==> config.mk <==
export PLATFORM = sky130hd
export DESIGN_NAME = gshare_branch_pred
export DESIGN_NICKNAME = d
export VERILOG_FILES = /design/src/rtl/corr_bp_pkg.sv /design/src/rtl/bp_pht.sv /design/src/rtl/gshare_branch_pred.sv
export SDC_FILE = /design/constraint.sdc
export NUM_CORES = 1
export LEC_CHECK = 0
export ABC_AREA = 1
export BUFFER_PORTS_ARGS = -buffer_cell sky130_fd_sc_hd__buf_2
export CORE_MARGIN = 5
export CORE_UTILIZATION = 35
export DETAILED_ROUTE_END_ITERATION = 10
export GPL_ROUTABILITY_DRIVEN = 0
export PLACE_DENSITY_LB_ADDON = 0.08
export SYNTH_ARGS = -nofsm -noshare
export SYNTH_HDL_FRONTEND = slang
export SYNTH_SLANG_ARGS = --single-unit
==> constraint.sdc <==
create_clock -name clk -period 3.7 [get_ports clk]
set_input_delay 0.37 -clock clk [delete_from_list [all_inputs] [get_ports clk]]
set_output_delay 0.37 -clock clk [all_outputs]
set_load 0.03 [all_outputs]
==> src/rtl/corr_bp_pkg.sv <==
// Shared definitions for the gshare branch predictor: hash mode selectors,
// FSM state encoding and the table index width derivation.
package corr_bp_pkg;

  localparam int HASH_CONCAT = 0;
  localparam int HASH_XOR    = 1;

  typedef enum logic {
    ST_INIT  = 1'b0,
    ST_READY = 1'b1
  } bp_state_e;

  // Concat mode appends the history above the PC bits; xor mode folds the
  // (zero-extended) history into the PC bits, so the index stays PC-sized.
  function automatic int calc_idx_w(input int ghr_bits, input int pc_bits,
                                    input int hash_mode);
    return (hash_mode == HASH_XOR) ? pc_bits : ghr_bits + pc_bits;
  endfunction

endpackage

==> src/rtl/bp_pht.sv <==
// Pattern history table: 2^IDX_W saturating counters with an asynchronous
// read port and one synchronous update port. After reset it sweeps every
// entry to INIT_CNT, one per cycle, before reporting ready.
module bp_pht
  import corr_bp_pkg::*;
#(
  parameter int                  IDX_W    = 6,
  parameter int                  CNT_BITS = 2,
  parameter logic [CNT_BITS-1:0] INIT_CNT = '1
) (
  input  logic             clk,
  input  logic             rst,
  input  logic [IDX_W-1:0] rd_idx,
  output logic             rd_taken,
  input  logic             wr_en,
  input  logic [IDX_W-1:0] wr_idx,
  input  logic             wr_taken,
  output logic             ready
);

  localparam int                  DEPTH    = 1 << IDX_W;
  localparam logic [IDX_W-1:0]    LAST_IDX = IDX_W'(DEPTH - 1);
  localparam logic [CNT_BITS-1:0] CNT_MAX  = '1;

  bp_state_e           state_q, state_d;
  logic [IDX_W-1:0]    sweep_q, sweep_d;
  logic [CNT_BITS-1:0] pht_mem [DEPTH];

  function automatic logic [CNT_BITS-1:0] sat_step(input logic [CNT_BITS-1:0] cnt,
                                                   input logic taken);
    if (taken) return (cnt == CNT_MAX) ? cnt : cnt + 1'b1;
    return (cnt == '0) ? cnt : cnt - 1'b1;
  endfunction

  // State and sweep pointer; reset restarts the full initialisation sweep.
  always_ff @(posedge clk or posedge rst) begin
    if (rst) begin
      state_q <= ST_INIT;
      sweep_q <= '0;
    end else begin
      state_q <= state_d;
      sweep_q <= sweep_d;
    end
  end

  // Advance the sweep one entry per cycle; leave INIT after the last entry.
  always_comb begin
    state_d = state_q;
    sweep_d = sweep_q;
    if (state_q == ST_INIT) begin
      sweep_d = sweep_q + 1'b1;
      if (sweep_q == LAST_IDX) state_d = ST_READY;
    end
  end

  // Table writes: init value during the sweep, saturating step afterwards.
  always_ff @(posedge clk) begin
    if (state_q == ST_INIT) begin
      pht_mem[sweep_q] <= INIT_CNT;
    end else if (wr_en) begin
      pht_mem[wr_idx] <= sat_step(pht_mem[wr_idx], wr_taken);
    end
  end

  // The read sees the table before this cycle's update lands.
  assign rd_taken = pht_mem[rd_idx][CNT_BITS-1];
  assign ready    = (state_q == ST_READY);

endmodule

==> src/rtl/gshare_branch_pred.sv <==
// Gshare branch predictor top: hashes PC and global history into the PHT,
// registers the prediction, speculatively shifts the history on lookups,
// repairs it on mispredicts and keeps lookup/mispredict statistics.
module gshare_branch_pred
  import corr_bp_pkg::*;
#(
  parameter int                  GHR_BITS  = 2,
  parameter int                  PC_BITS   = 4,
  parameter int                  CNT_BITS  = 2,
  parameter int                  HASH_MODE = HASH_CONCAT,
  parameter logic [CNT_BITS-1:0] INIT_CNT  = '1
) (
  input  logic                clk,
  input  logic                rst,
  input  logic                pred_req,
  input  logic [31:0]         pred_pc,
  output logic                pred_valid,
  output logic                pred_taken,
  output logic [GHR_BITS-1:0] pred_ghr,
  input  logic                upd_valid,
  input  logic                upd_taken,
  input  logic                upd_pred,
  input  logic [31:0]         upd_pc,
  input  logic [GHR_BITS-1:0] upd_ghr,
  output logic                ready,
  output logic [31:0]         stat_lookups,
  output logic [31:0]         stat_mispred
);

  localparam int IDX_W = calc_idx_w(GHR_BITS, PC_BITS, HASH_MODE);

  logic [GHR_BITS-1:0] ghr_q;
  logic [IDX_W-1:0]    rd_idx;
  logic [IDX_W-1:0]    wr_idx;
  logic                rd_taken;
  logic                do_update;
  logic                do_repair;
  logic                do_lookup;
  logic                unused_pc_bits;

  function automatic logic [IDX_W-1:0] hash_idx(input logic [PC_BITS-1:0]  pcb,
                                                input logic [GHR_BITS-1:0] h);
    if (HASH_MODE == HASH_XOR) return IDX_W'(pcb ^ PC_BITS'(h));
    return IDX_W'({h, pcb});
  endfunction

  // Shift a new outcome into the low end of a history value.
  function automatic logic [GHR_BITS-1:0] shift_in(input logic [GHR_BITS-1:0] h,
                                                   input logic b);
    return GHR_BITS'({h, b});
  endfunction

  assign rd_idx = hash_idx(pred_pc[PC_BITS+1:2], ghr_q);
  assign wr_idx = hash_idx(upd_pc[PC_BITS+1:2], upd_ghr);

  // Only word-aligned PC index bits take part in the hash.
  assign unused_pc_bits = ^{pred_pc[31:PC_BITS+2], pred_pc[1:0],
                            upd_pc[31:PC_BITS+2], upd_pc[1:0]};

  // A mispredict repair squashes any lookup in the same cycle, since the
  // history that lookup would use is already known to be wrong.
  assign do_update = upd_valid & ready;
  assign do_repair = do_update & (upd_pred != upd_taken);
  assign do_lookup = pred_req & ready & ~do_repair;

  bp_pht #(
    .IDX_W    (IDX_W),
    .CNT_BITS (CNT_BITS),
    .INIT_CNT (INIT_CNT)
  ) u_pht (
    .clk      (clk),
    .rst      (rst),
    .rd_idx   (rd_idx),
    .rd_taken (rd_taken),
    .wr_en    (do_update),
    .wr_idx   (wr_idx),
    .wr_taken (upd_taken),
    .ready    (ready)
  );

  // Prediction outputs, global history and statistics counters.
  always_ff @(posedge clk or posedge rst) begin
    if (rst) begin
      ghr_q        <= '0;
      pred_valid   <= 1'b0;
      pred_taken   <= 1'b0;
      pred_ghr     <= '0;
      stat_lookups <= '0;
      stat_mispred <= '0;
    end else begin
      pred_valid <= do_lookup;
      if (do_lookup) begin
        pred_taken   <= rd_taken;
        pred_ghr     <= ghr_q;
        stat_lookups <= stat_lookups + 32'd1;
      end
      if (do_repair) begin
        ghr_q        <= shift_in(upd_ghr, upd_taken);
        stat_mispred <= stat_mispred + 32'd1;
      end else if (do_lookup) begin
        ghr_q <= shift_in(ghr_q, rd_taken);
      end
    end
  end

endmodule

### Yosys cells after proc, flatten, opt, wreduce, memory -nomap -nowiden

Memory sizes are Yosys's and may differ from the RTL's.
Cells that the tools add are included.

| operators by class | value |
|---|---|
| add/sub/neg operators | 5 |
| eq/ne operators | 3 |
| muxes and demuxes | 20 |
| bitwise logic cells | 5 |
| reductions and logical operators | 3 |

Operators with widths:

| cell | count |
|---|---|
| $add A32 B1 Y32 const B | 2 |
| $mux W2 | 9 |
| $mux W1 | 10 |
| $add A6 B1 Y6 const B | 1 |
| $eq A6 B6 Y1 const B | 1 |
| $mux W6 | 1 |
| $and A1 B1 Y1 | 4 |
| $add A2 B1 Y2 const B | 1 |
| $eq A2 B2 Y1 const B | 1 |
| $logic_not A2 Y1 | 1 |
| $reduce_bool A2 Y1 | 1 |
| $reduce_or A2 Y1 | 1 |
| $sub A2 B1 Y2 const B | 1 |
| $ne A1 B1 Y1 | 1 |
| $not A1 Y1 | 1 |

| storage, ports and cells | value |
|---|---|
| bits in registers | 77 |
| bits in writable memories | 128 |
| word-level logic and storage cells | 45 |
| memories kept | 1 |

Memories:

| name | words | bits a word | rd ports | clocked after memory_dff | wr ports | line | source |
|---|---|---|---|---|---|---|---|
| u_pht.pht_mem | 64 | 2 | 2 | 0 | 1 | bp_pht.sv:27 | `logic [CNT_BITS-1:0] pht_mem [DEPTH];` |

### Logic depth before layout (Yosys ltp)

An unclocked memory read counts as a cell.

| depth | value |
|---|---|
| depth in word-level cells | 8 |
| gate-level depth with buffers | 13 |
| gate-level depth less buffers | 12 |

### Hierarchy

Synthesis repeated with hierarchy kept, for this count alone.

| unflattened totals | value |
|---|---|
| cell total of the unflattened synthesis | 1192 |
| area total of the unflattened synthesis | 10585.2 sq um |

By module, submodules not included:

| module | instances | cells an instance | area an instance (sq um) |
|---|---|---|---|
| bp_pht | 1 | 684 | 6583.8 |
| gshare_branch_pred | 1 | 508 | 4001.3 |

### Least setup slack after synthesis

OpenSTA, ideal clock, no wires.

| timing path | value |
|---|---|
| path kind | input to register |
| from | input upd_pc[4] |
| to | memory u_pht.pht_mem[0][0], data pin |
| library setup time | 355 ps |
| arrival time | 2215 ps |
| data required time | 3345 ps |
| path slack | 1129 ps |
| cell stages on the path | 11 |
| buffers on the path | 2 |
| cells stage by stage | buf_2 inv_1 clkbuf_1 nand3_1 nand2_1 nand2_1 nand3_1 nand3_1 nand3_1 nand2_1 nand2_1 |

| on the way | value |
|---|---|
| longest elaborated chain between the ends | 8 |
| elaborated cells on any way between the ends | 12 |

RTL lines:

| what | line | source |
|---|---|---|
| start: declaration | gshare_branch_pred.sv:23 | `input logic [31:0] upd_pc,` |
| $mem_v2 Z64 W2 (*) | - |  |
| $add A2 B1 Y2 or $eq A2 B2 Y1 (tied branches) | bp_pht.sv:31 | `if (taken) return (cnt == CNT_MAX) ? cnt : cnt + 1'b1;` |
| $mux W2 (2 in a row) | bp_pht.sv:31 |  |
| $mux W2 (*) | bp_pht.sv:32 | `return (cnt == '0) ? cnt : cnt - 1'b1;` |
| $mux W2 (*) | bp_pht.sv:60 | `end else if (wr_en) begin` |
| $mux W2 (*) | bp_pht.sv:58 | `if (state_q == ST_INIT) begin` |
| $mux W2 (no source line) (*) | - |  |
| end: declaration | bp_pht.sv:27 |  |

Every way passes the cells marked *; elsewhere a longest branch is shown, timed or not. The select of a mux whose other input is x is not followed.

### Worst setup path in the final report

| timing path | value |
|---|---|
| from | register u_pht.state_q, in the netlist u_pht.ready |
| to | memory u_pht.pht_mem[0][1], enable pin |

| on the way | value |
|---|---|
| longest elaborated chain between the ends | 6 |
| elaborated cells on any way between the ends | 8 |

RTL lines:

| what | line | source |
|---|---|---|
| start: declaration | bp_pht.sv:25 | `bp_state_e state_q, state_d;` |
| start signal: assignment | bp_pht.sv:41 | `state_q <= state_d;` |
| $and A1 B1 Y1 | gshare_branch_pred.sv:62 | `assign do_update = upd_valid & ready;` |
| $mux W1 | bp_pht.sv:60 |  |
| $mux W1 | bp_pht.sv:58 |  |
| $mux W1 (not written as such) | bp_pht.sv:61 | `pht_mem[wr_idx] <= sat_step(pht_mem[wr_idx], wr_taken);` |
| $reduce_or A2 Y1 (no source line) | - |  |
| $mux W6 (no source line) or $mux W1 (tied branches) | - |  |

Several ways; a longest one is shown, not always the timed one.

==> impl_metrics.toml <==
[outcome]
status = "complete, no violations"

[placement]
dp_cells = 1543
place_area_mm2 = 0.0110
dp.final_hpwl_um = 18700
pre_cts_slack_ns = 0.878
portBuffers = 84

[clock_tree]
cts_tree = "built"
numCtsBuffers = 25
ctsResizeCount = 0
clk_latency_ns = 0.53
cts.path.max_buffers = 3
cts_hold_buf = 1
path_clk_slew_ns = 0.05
cts_sinks = 205
cts_setup_buffers = 0
cts.root.buffer_cell = "clkbuf_16"
htreeDepth = 1

[drt]
first_pass_iters = 4
routed_wl_um = 28400
detail_route.drc_violations = 0
wl_per_cell_um = 17.9
routed_via_density = 4.96
drt_iter0_drc = 455
antenna_left = 0
vias = 7844

[finish]
design_area_mm2 = 0.0117
nets = 1262
syn2layout_area_growth_pct = 16.7
final_layout_size_suffix_gt1_share_pct = 14.7
diodes = 0
fill_cells = 2919
ff_latch_area_mm2 = 0.00577
final_cell_count_no_fill = 1583
multi_input_area_mm2 = 0.00384

[worst_setup_path]
cp.buffers_inverters = 1
critPathRequiredTime_ns = 3.89
worst_path_largest_cell_delay_ns = 0.49
cp_common_cell = "nor2_1"
critPathTopFamily = "simple AND/OR/NAND/NOR gates"
crit_chain = "nand2_1 > o21ai_2 > inv_2 > nor2_1 > nand3_1 > nor2_1"
end_kind = "flop"
startpoint_type = "flop"
cp.arrival_ns = 2.97
crit_slowest_cell = "dfrtp_1"
cp_max_fo = 13
path_class = "flop to flop"

[timing]
fmax_ghz = 0.361
post-route-min-period_ns = 2.77
relSlewSlack_pct = 51.9
hold_viol_final = 0
worst-slew-pin-transition_ns = 0.721
setup_ws_ns = 0.928
rsz0062_at_grt = "false"
slew_violations = 0
tns_ns = 0
setup_viol = 0
whs_ns = 0.169
fin_skew_ns = 0.0108
fin_crit_sh_pct = 74.9

[synth]
synth-edff-count = 128
synth_top_family_by_area = "simple AND/OR/NAND/NOR gates"
synth_common_cells = "nand2_1, nand3_1, edfxtp_1"
synth_compound_area_share_pct = 1.45
dominantRegCellSynth = "edfxtp_1"
synth-async-reset-ratio_pct = 37.6
muxShareOfSynthArea_pct = 0
yosysTopAreaCell = "edfxtp_1"
netlist_area_mm2 = 0.0100
synthAdderAreaFrac_pct = 0.374
synth.area.top_cells = "edfxtp_1, dfrtp_1, nand2_1"
synth_xor_area_share_pct = 5.76
yosysWarnings = 0
netlist_instances = 1094
syn-num-nets = 1169
synth.avg_cell_area_um2 = 9.17
synthSimpleGateAreaFrac_pct = 30.6
synth_top_area_share_pct = 38.3
ys_types = 34
synth_most_common_cell = "nand2_1"
yosysSeqAreaShare_pct = 57.5
synth_seq_cells = 205

[die]
die_h_um = 179
num_io_pins = 141
rows = 62
initial_utilization_pct = 35.2
die-width_um = 179
dieArea_mm2 = 0.0322
core_mm2 = 0.0285

[global_routing]
grt_overflow_total = 0
grt_max_degree = 66
antenna_found_initial = 0
grt_usage_pct = 17.8
grt_pass1_vias = 7697
grt_first_pass_wirelength_um = 44300

[hold_path]
hp-class = "primary input to flop"

[power]
power.density_mw_per_mm2 = 419
power_leakage_nw = 5.00
max-vdd-ir-drop_mv = 0.309

[run]
maxCapViolations = 0
## kinds of logic after synthesis
| family | count (synthesis) |
|---|---|
| simple gates | 694 |
| flops | 205 |
| xor+xnor | 66 |
| fa+ha+maj | 3 |
| buf+inv | 103 |
| compound gates | 23 |
## where the power goes
group / switching, W / leakage (nW) / internal, W
Sequential: 0 / 1.92 / 0.00241
Combinational: 0.000182 / 2.72 / 0.0000728
Clock: 0.000918 / 0.367 / 0.00132
## worst reg2reg max path, cell delays in order (launching register included)
cell and delay [ns]:
dfrtp_1 0.49, nand2_1 0.37, o21ai_2 0.40, inv_2 0.15
nor2_1 0.18, nand3_1 0.45, nor2_1 0.41
## area by class of cell
class,instances,share of cell area [%]
clock buffers,34,6.06
repair buffers,104,5.43
clock inverters,5,0.235
well taps,384,4.10
flip-flops and latches,205,49.3
inverters,65,2.14
multi-input cells,786,32.8
## state kept, by name (all words and copies together) (netlist names), 2 cells and up
name and count:
stat_lookups 32, u_pht.pht_mem 128, pred_ghr 2, u_pht.sweep_q 6, stat_mispred 32, ghr_q 2
## metal layers
layer / global-route usage, % / vias up / share of wire, %
met4: 4.63 / 0 / 2.7
met1: 24.4 / 3746 / 45
met5: 0 / - / 0
met3: 2.68 / 50 / 5.2
li1: - / 3864 / -
met2: 29.5 / 184 / 47
## cells in the final DEF (no fill, tap or decap), types with 2 or more instances in the layout
| cell type | n |
|---|---|
| nand3_2 | 5 |
| inv_1 | 56 |
| clkbuf_16 | 25 |
| clkinv_1 | 3 |
| o31ai_1 | 2 |
| nor2_2 | 9 |
| nor4_1 | 10 |
| buf_4 | 14 |
| clkbuf_8 | 5 |
| nand3_1 | 180 |
| buf_12 | 5 |
| o21ai_0 | 7 |
| a21oi_1 | 7 |
| xor2_1 | 43 |
| nor3_1 | 26 |
| o21ai_2 | 6 |
| ha_1 | 3 |
| nand4_2 | 2 |
| nand4_1 | 21 |
| buf_2 | 84 |
| xnor2_1 | 23 |
| nor2_1 | 93 |
| dfrtp_1 | 77 |
| edfxtp_1 | 128 |
| nand2_1 | 337 |
| clkbuf_1 | 4 |
| nand2_2 | 5 |
| inv_2 | 5 |
| clkinv_2 | 4 |
## per-stage QoR
| step | utilization (%) | power [W] |
|---|---|---|
| 2_1_floorplan | - | 0.00262 |
| 3_3_place_gp | 38.5 | 0.00272 |
| 3_5_place_dp | 38.5 | 0.00272 |
| 4_1_cts | 41.1 | 0.00497 |
| 5_1_grt | 41.1 | 0.00509 |
| 6_report | 41.1 | 0.00491 |
## path summary, 6_finish.rpt
kind / cells after the start / slack (ns) / to / start
worst max-delay path: 6 / 0.93 / u_pht.pht_mem[0][1] / u_pht.ready
worst min-delay path: 3 / 0.17 / ghr_q[0] / upd_taken
worst max register to register: 6 / 0.93 / u_pht.pht_mem[0][1] / u_pht.ready
worst min register to register: 1 / 0.47 / stat_mispred[31] / stat_mispred[31]
max in group asynchronous: 4 / 2.48 / stat_mispred[5] / rst
min in group asynchronous: 3 / 0.48 / stat_mispred[19] / rst
Note: power is estimated with default switching activity, not from simulation.
